===== config.mk =====
export PLATFORM = sky130hd
export DESIGN_NAME = led_pattern_sequencer_flat
export DESIGN_NICKNAME = d
export VERILOG_FILES = /design/src/rtl/led_pattern_sequencer_if.sv /design/src/rtl/led_pattern_sequencer.sv /design/src/flat_wrapper.sv
export SDC_FILE = /design/constraint.sdc
export NUM_CORES = 1
export LEC_CHECK = 0
export ABC_CLOCK_PERIOD_IN_PS = 2050
export BUFFER_PORTS_ARGS = -buffer_cell sky130_fd_sc_hd__buf_2
export CAP_MARGIN = 40
export CORE_ASPECT_RATIO = 1.4
export CORE_UTILIZATION = 49
export DETAILED_ROUTE_END_ITERATION = 12
export PLACE_DENSITY = 0.76
export REMOVE_ABC_BUFFERS = 1
export SETUP_SLACK_MARGIN = 0.5
export SLEW_MARGIN = 10
export SYNTH_ARGS = -nofsm -noshare
export SYNTH_HDL_FRONTEND = slang
export SYNTH_SLANG_ARGS = --single-unit
export TNS_END_PERCENT = 30

===== constraint.sdc =====
create_clock -name clk -period 2.05 [get_ports clk]
set_input_delay 0.3075 -clock clk [delete_from_list [all_inputs] [get_ports clk]]
set_output_delay 0.3075 -clock clk [all_outputs]
set_load 0.01 [all_outputs]

===== src/rtl/led_pattern_sequencer_if.sv =====
// ROM read port and LED driver load port shared by the pattern sequencer and its neighbours.
interface led_pattern_sequencer_if #(
    parameter int unsigned CH_NUM = 3,
    parameter int unsigned ADDR_W = 8
);
    logic [ADDR_W-1:0] rom_addr;
    logic [CH_NUM-1:0] rom_data;
    logic [CH_NUM-1:0] pattern;
    logic              load_en;

    modport master (
        output rom_addr,
        output pattern,
        output load_en,
        input  rom_data
    );

    modport slave (
        input  rom_addr,
        input  pattern,
        input  load_en,
        output rom_data
    );
endinterface


===== src/rtl/led_pattern_sequencer.sv =====
// Plays a range of a synchronous pattern ROM onto the LED driver, holding each entry for a
// programmable number of tick strobes, with hold-at-end or loop playback and pause/stop control.
module led_pattern_sequencer #(
    parameter int unsigned CH_NUM = 3,
    parameter int unsigned ADDR_W = 8,
    parameter int unsigned TICK_W = 4
) (
    input  logic                   clk,
    input  logic                   rst,
    input  logic                   tick,
    input  logic                   start,
    input  logic                   stop,
    input  logic                   pause,
    input  logic                   loop_mode,
    input  logic [ADDR_W-1:0]      first_addr,
    input  logic [ADDR_W-1:0]      last_addr,
    input  logic [TICK_W-1:0]      dwell,
    led_pattern_sequencer_if.master bus,
    output logic                   busy,
    output logic                   done
);

    localparam logic [TICK_W-1:0] DwellOne = TICK_W'(1);
    localparam logic [ADDR_W-1:0] AddrOne  = ADDR_W'(1);

    typedef enum logic [2:0] {
        StIdle,
        StFetch,
        StLatch,
        StDwell,
        StDone
    } state_e;

    state_e            state_q, state_d;
    logic [ADDR_W-1:0] rom_addr_q, rom_addr_d;
    logic [CH_NUM-1:0] pattern_q, pattern_d;
    logic              load_en_q, load_en_d;
    logic [TICK_W-1:0] cnt_q, cnt_d;
    logic [ADDR_W-1:0] first_q, first_d;
    logic [ADDR_W-1:0] last_q, last_d;
    logic [TICK_W-1:0] dwell_q, dwell_d;
    logic              loop_q, loop_d;

    always_comb begin
        state_d    = state_q;
        rom_addr_d = rom_addr_q;
        pattern_d  = pattern_q;
        load_en_d  = 1'b0;
        cnt_d      = cnt_q;
        first_d    = first_q;
        last_d     = last_q;
        dwell_d    = dwell_q;
        loop_d     = loop_q;

        if (stop) begin
            state_d    = StIdle;
            rom_addr_d = '0;
            pattern_d  = '0;
            cnt_d      = '0;
        end else begin
            unique case (state_q)
                StIdle, StDone: begin
                    if (start) begin
                        first_d    = first_addr;
                        last_d     = last_addr;
                        dwell_d    = (dwell == '0) ? DwellOne : dwell;
                        loop_d     = loop_mode;
                        rom_addr_d = first_addr;
                        state_d    = StFetch;
                    end
                end
                // ROM read latency: address went out on the previous edge.
                StFetch: state_d = StLatch;
                StLatch: begin
                    pattern_d = bus.rom_data;
                    load_en_d = 1'b1;
                    cnt_d     = '0;
                    state_d   = StDwell;
                end
                StDwell: begin
                    if (tick && !pause) begin
                        if (cnt_q == dwell_q - DwellOne) begin
                            if (rom_addr_q != last_q) begin
                                rom_addr_d = rom_addr_q + AddrOne;
                                state_d    = StFetch;
                            end else if (loop_q) begin
                                rom_addr_d = first_q;
                                state_d    = StFetch;
                            end else begin
                                state_d = StDone;
                            end
                        end else begin
                            cnt_d = cnt_q + DwellOne;
                        end
                    end
                end
                default: state_d = StIdle;
            endcase
        end
    end

    always_ff @(posedge clk) begin
        if (rst) begin
            state_q    <= StIdle;
            rom_addr_q <= '0;
            pattern_q  <= '0;
            load_en_q  <= 1'b0;
            cnt_q      <= '0;
            first_q    <= '0;
            last_q     <= '0;
            dwell_q    <= '0;
            loop_q     <= 1'b0;
        end else begin
            state_q    <= state_d;
            rom_addr_q <= rom_addr_d;
            pattern_q  <= pattern_d;
            load_en_q  <= load_en_d;
            cnt_q      <= cnt_d;
            first_q    <= first_d;
            last_q     <= last_d;
            dwell_q    <= dwell_d;
            loop_q     <= loop_d;
        end
    end

    assign bus.rom_addr = rom_addr_q;
    assign bus.pattern  = pattern_q;
    assign bus.load_en  = load_en_q;
    assign busy         = (state_q == StFetch) || (state_q == StLatch) || (state_q == StDwell);
    assign done         = (state_q == StDone);

endmodule

===== src/flat_wrapper.sv =====
// flat-port wrapper written by rule: the top's interface ports become plain ports
module led_pattern_sequencer_flat 
#(
    parameter int unsigned CH_NUM = 3,
    parameter int unsigned ADDR_W = 8,
    parameter int unsigned TICK_W = 4
)
  (clk, rst, tick, start, stop, pause, loop_mode, first_addr, last_addr, dwell, busy, done, bus_rom_addr, bus_pattern, bus_load_en, bus_rom_data);
  led_pattern_sequencer_if #(.CH_NUM(CH_NUM), .ADDR_W(ADDR_W)) bus_i ();
  input  logic clk;
  input  logic rst;
  input  logic tick;
  input  logic start;
  input  logic stop;
  input  logic pause;
  input  logic loop_mode;
  input  logic [ADDR_W-1:0] first_addr;
  input  logic [ADDR_W-1:0] last_addr;
  input  logic [TICK_W-1:0] dwell;
  output logic busy;
  output logic done;
  output wire logic [$bits(bus_i.rom_addr)-1:0] bus_rom_addr;
  output wire logic [$bits(bus_i.pattern)-1:0] bus_pattern;
  output wire logic [$bits(bus_i.load_en)-1:0] bus_load_en;
  input wire logic [$bits(bus_i.rom_data)-1:0] bus_rom_data;
  assign bus_rom_addr = bus_i.rom_addr;
  assign bus_pattern = bus_i.pattern;
  assign bus_load_en = bus_i.load_en;
  assign bus_i.rom_data = bus_rom_data;
  led_pattern_sequencer #(.CH_NUM(CH_NUM), .ADDR_W(ADDR_W), .TICK_W(TICK_W)) u_core (.clk(clk), .rst(rst), .tick(tick), .start(start), .stop(stop), .pause(pause), .loop_mode(loop_mode), .first_addr(first_addr), .last_addr(last_addr), .dwell(dwell), .bus(bus_i), .busy(busy), .done(done));
endmodule

# Word-level counts from Yosys, hierarchy flattened
# Index checks and enable logic that the tools add are counted.
[word_totals] input_bits=30 ff_bits=40
[classes] muxes=17 eq_ne=11 n_addsub=3 bitwise=1 n_reduce_logical=14
[op_table] cell="$mux 8" count=5
[op_table] cell="$pmux 8 s2" count=1
[op_table] cell="$mux 3" count=5
[op_table] cell="$mux 4" count=3
[op_table] cell="$pmux 3 s4" count=1
[op_table] cell="$reduce_and 3->1" count=3
[op_table] cell="$add 8x1->8 const B" count=1
[op_table] cell="$ne 8x8->1" count=1
[op_table] cell="$pmux 4 s2" count=1
[op_table] cell="$eq 3x2->1 const B" count=2
[op_table] cell="$reduce_and 5->1" count=1
[op_table] cell="$add 4x1->4 const B" count=1
[op_table] cell="$eq 4x4->1" count=1
[op_table] cell="$logic_not 4->1" count=1
[op_table] cell="$ne 2x1->1 const B" count=2
[op_table] cell="$ne 2x2->1 const B" count=2
[op_table] cell="$reduce_bool 2->1" count=2
[op_table] cell="$reduce_or 2->1" count=2
[op_table] cell="$sub 4x1->4 const B" count=1
[op_table] cell="$eq 3x1->1 const B" count=1
[op_table] cell="$eq 3x3->1 const B" count=1
[op_table] cell="$logic_not 3->1" count=1
[op_table] cell="$ne 3x1->1 const B" count=1
[op_table] cell="$logic_or 1x1->1" count=2
[op_table] cell="4 further kinds" count=4

# Depth between registers and ports, before layout
[logic_depth] word_depth=5 mapped_depth=9 depth_no_buf=8

# Worst setup path after synthesis
# Ideal clock, no wire load.
[synth_timing] kind="reg-to-reg" start="reg u_core.dwell_q[0]" end="reg u_core.rom_addr_q[3] (netlist: u_core.bus.rom_addr[3])" arrival_ps=1988 stages_incl_launch_ff=9 n_path_buf=1 path_slack_ps=-6 path_cell_list="dfxtp_1 inv_1 ha_1 xor2_1 o31a_1 or4_4 buf_6 a22o_1 a21oi_2"
[synth_via] elab_chain_len=4
[synth_rtl] item="start, declared" line_no="led_pattern_sequencer.sv:41" rtl="logic [TICK_W-1:0] dwell_q, dwell_d;"
[synth_rtl] item="start signal, assigned" line_no="led_pattern_sequencer.sv:121" rtl="dwell_q <= dwell_d;"
[synth_rtl] item="$sub 4x1->4" line_no="led_pattern_sequencer.sv:82" rtl="if (cnt_q == dwell_q - DwellOne) begin"
[synth_rtl] item="$eq 4x4->1" line_no="led_pattern_sequencer.sv:82"
[synth_rtl] item="$ne 2x1->1 (no source line)"
[synth_rtl] item="$reduce_and 5->1 (no source line)"
[synth_rtl] item="end signal, assigned" line_no="led_pattern_sequencer.sv:115" rtl="rom_addr_q <= rom_addr_d;"
[synth_rtl] item="end, declared" line_no="led_pattern_sequencer.sv:35" rtl="logic [ADDR_W-1:0] rom_addr_q, rom_addr_d;"
# No other way between the ends.
# A chain may end at the register's enable or synchronous reset.

# Final worst setup path
[layout_timing] start="reg u_core.dwell_q[0]" end="reg u_core.rom_addr_q[1] (netlist: u_core.bus.rom_addr[1])"
# The elaborated chain is that of the path after synthesis.

==> results.sh <==
export IMPL_nets=363
export IMPL_avgSynthCellArea_um2=7.931
export IMPL_failed_checks="DRC, setup timing"
export IMPL_drive_gt1_frac=0.3384
export IMPL_power_frac_seq=0.474
export IMPL_clkPwrFrac=0.316
export IMPL_arrival_ns=2.33
export IMPL_overflow=0
export IMPL_insertion_delay_ns=0.29
export IMPL_critPathLaunchType="flip-flop"
export IMPL_grt_pass1_vias=2155
export IMPL_hp_class="input pin to flip-flop"
export IMPL_die_y_um=78.76
export IMPL_rsz0062_at_grt="yes"
export IMPL_yosysWarnings=0
export IMPL_synth_cell_types=41
export IMPL_drc=5
export IMPL_end_kind="flip-flop"
export IMPL_power_switching_mw=0.4910
export IMPL_netlist_area_leader_share=0.3883
export IMPL_layout_setup_ws_ns=-0.03854
export IMPL_start_util=0.5173
export IMPL_skew_ns=0.004499
export IMPL_finalWirelength_um=5996
export IMPL_maxCapViolCount=0
export IMPL_sw_frac_of_total=0.2816
export IMPL_post_dp_hpwl_um=3790
export IMPL_synthTopCellsByArea="dfxtp_1, nand2_1, a21oi_1, xnor2_1, nand3_1"
export IMPL_antenna_found_initial=0
export IMPL_grt_pass1_wl_um=9335
export IMPL_path_max_fanout=7
export IMPL_slew_viol_final=0
export IMPL_criticalPathCategory="flip-flop to flip-flop"
export IMPL_synth_cell_area_um2=2062
export IMPL_diodes=0
export IMPL_whs_ns=0.2433
export IMPL_finalSetupViolCount=5
export IMPL_antenna_left=0
export IMPL_vias_per_cell=5.893
export IMPL_path_buf_inv=1
export IMPL_cpLargestDelayFamily="compound AO/OA/AOI/OAI gates"
export IMPL_area_growth_pct=34.34
export IMPL_io_buffer_count=43
export IMPL_grt_util_all_layers=0.2701
export IMPL_max_stage_delay_ns=0.58
export IMPL_crit_chain="inv_2 -> ha_4 -> xor2_2 -> o31a_1 -> or4_4 -> a221oi_4 -> a41o_1"
export IMPL_finalPower_mw=1.744
export IMPL_status="finished, violations left"
export IMPL_hold_viol=0
export IMPL_root_buffer="clkbuf_8"
export IMPL_placementRows=27
export IMPL_fmaxAchievable_mhz=478.8
export IMPL_coreArea_um2=3986
export IMPL_leakagePower_nw=1.132
export IMPL_cp_required_ns=2.29
export IMPL_io_pins=44
export IMPL_h_tree_depth=2
export IMPL_ys_seq_elements=40
export IMPL_cp_slowest_cell="or4_4"
export IMPL_setup_tns_ns=-0.1077
export IMPL_tightest_slew_ns=0.5713
export IMPL_fin_area_um2=2770
export IMPL_cts_tree="done"
export IMPL_yosysTopAreaCell="dfxtp_1"
export IMPL_internal_power_mw=1.253
export IMPL_period_minus_slack_ns=2.089
export IMPL_post_drt_wl_per_cell_um=16.03
export IMPL_fin_cells=374
export IMPL_irDropWorstVdd_v=0.0004774
export IMPL_place_congestion=0.8936
export IMPL_cts_inserted_buffers=5
export IMPL_clockBufferDepth=2
export IMPL_relSlewSlack=0.6177
export IMPL_grt_max_degree=24
export IMPL_power_per_cell_area_nw_per_um2=629.4
export IMPL_synth_seq_area_share=0.3883
export IMPL_fin_crit_sh=1.019
export IMPL_dr_total_vias=2204
export IMPL_clk_pin_slew_ns=0.08
export IMPL_place_area_um2=2470
export IMPL_place_inst=359
export IMPL_dr_pass1_iters=8
export IMPL_syn_inst=260
export IMPL_dieArea_um2=4475
export IMPL_die_width_um=56.83
export IMPL_combinationalPowerShare=0.210
export IMPL_cts_hold_buf=0
export IMPL_drt_initial_drc_count=97
export IMPL_cts_sinks=40
## sequential cells by signal, summed over array words and instances (netlist names)
signal	flops
u_core.loop_q	1
u_core.bus.rom_addr	8
u_core.state_q	3
u_core.last_q	8
u_core.first_q	8
u_core.bus.pattern	3
u_core.cnt_q	4
u_core.dwell_q	4
u_core.bus.load_en	1
## logic make-up after synthesis
family,count (synthesis),share of synthesized area
fa+ha+maj,3,0.01821
buf+inv,17,0.03458
mux,5,0.02427
flops,40,0.3884
compound gates,65,0.2063
simple gates,111,0.2439
xor+xnor,19,0.08435
## power groups by stage
stage | clock (mW) | sequential [mW] | combinational (mW)
finish | 0.550 | 0.826 | 0.367
global route | 0.575 | 0.829 | 0.400
CTS | 0.551 | 0.825 | 0.326
detailed placement | 0 | 0.841 | 0.303
global placement | 0 | 0.841 | 0.298
floorplan | 0 | 0.846 | 0.156
## worst register-to-register path, stage by stage, from the launching register on
cell	delay (ns)
dfxtp_2	0.34
inv_2	0.05
ha_4	0.15
xor2_2	0.15
o31a_1	0.27
or4_4	0.58
a221oi_4	0.36
a41o_1	0.12
## final timing paths
path	endpoint	depth (start not counted)	start	slack, ns
worst min-delay path	u_core.bus.pattern[2]$_SDFFE_PP0P_	3	bus_rom_data[2]	0.24
worst max register to register	u_core.bus.rom_addr[1]$_SDFFE_PP0P_	7	u_core.dwell_q[0]$_SDFFE_PP0P_	-0.04
worst max-delay path	u_core.bus.rom_addr[1]$_SDFFE_PP0P_	7	u_core.dwell_q[0]$_SDFFE_PP0P_	-0.04
worst min register to register	u_core.first_q[3]$_SDFFE_PP0P_	2	u_core.first_q[3]$_SDFFE_PP0P_	0.47
## cells in the final DEF, fill, tap and decap left out, types with 2 or more instances in the layout
| cell | count |
|---|---|
| xnor2_1 | 13 |
| nand2_1 | 57 |
| nand4_1 | 3 |
| nand3_2 | 3 |
| a31oi_1 | 6 |
| xnor2_2 | 2 |
| o21ai_0 | 4 |
| a21oi_1 | 28 |
| buf_4 | 27 |
| xor2_1 | 3 |
| buf_2 | 43 |
| nor3_1 | 5 |
| inv_2 | 2 |
| a22o_1 | 4 |
| a21oi_2 | 3 |
| mux2i_1 | 4 |
| nor2_1 | 12 |
| and3_1 | 4 |
| a21o_1 | 2 |
| nand2b_1 | 3 |
| and4_1 | 3 |
| nor2_4 | 2 |
| clkbuf_1 | 2 |
| inv_1 | 2 |
| ha_1 | 2 |
| buf_6 | 6 |
| clkbuf_8 | 6 |
| a211oi_1 | 5 |
| dfxtp_2 | 3 |
| a211o_1 | 2 |
| nand3_1 | 9 |
| dfxtp_1 | 37 |
## layer usage
layer,vias to the layer above,share of wire,global-route usage
li1,1049,-,-
met1,1035,0.38,0.2919
met2,97,0.52,0.4857
met3,23,0.061,0.05537
met4,0,0.035,0.1488
met5,-,0,0
## what timing repair did
item                       CTS  global route
setup endpoints to repair   36            38
pin swaps                   15            14
resized for setup           25            14
buffers inserted             3             4
hold endpoints to repair     0             0
## final cells by class
type,instances,area (µm²)
Multi-Input combinational cell,203,1321
Tap cell,43,53.80
Timing Repair Buffer,76,485.5
Fill cell,320,1216
Clock buffer,8,90.09
Sequential cell,40,804.5
Inverter,4,15.01
## per-stage QoR
step	util	worst slack, ns
after detailed placement	0.6196	-0.1220
after global placement	0.6196	-0.04331
after global routing	0.6949	-0.1073
final	0.6949	-0.03854
after CTS	0.6707	-0.04472
after floorplan	-	-0.2273
## synth_stat cells
cell,instances
a211o_1,2
a211oi_1,5
a21o_1,2
a21oi_1,28
a21oi_2,3
a221o_1,1
a221oi_1,1
a22o_1,4
a22o_2,1
a31o_2,1
a31oi_1,6
a32o_1,1
a41o_1,1
and2_1,1
and3_1,4
and4_1,3
buf_6,1
clkbuf_1,12
dfxtp_1,40
ha_1,3
inv_1,4
mux2i_1,5
nand2_1,58
nand2b_1,4
nand3_1,12
nand4_1,3
nor2_1,14
nor2b_1,1
nor3_1,7
o211ai_1,1
o21ai_0,5
o21ba_2,1
o31a_1,1
o31ai_1,1
or2_0,1
or2_2,1
or3_1,1
or4_4,1
xnor2_1,14
xnor2_2,1
xor2_1,4
(Power assumes the default switching activity.)
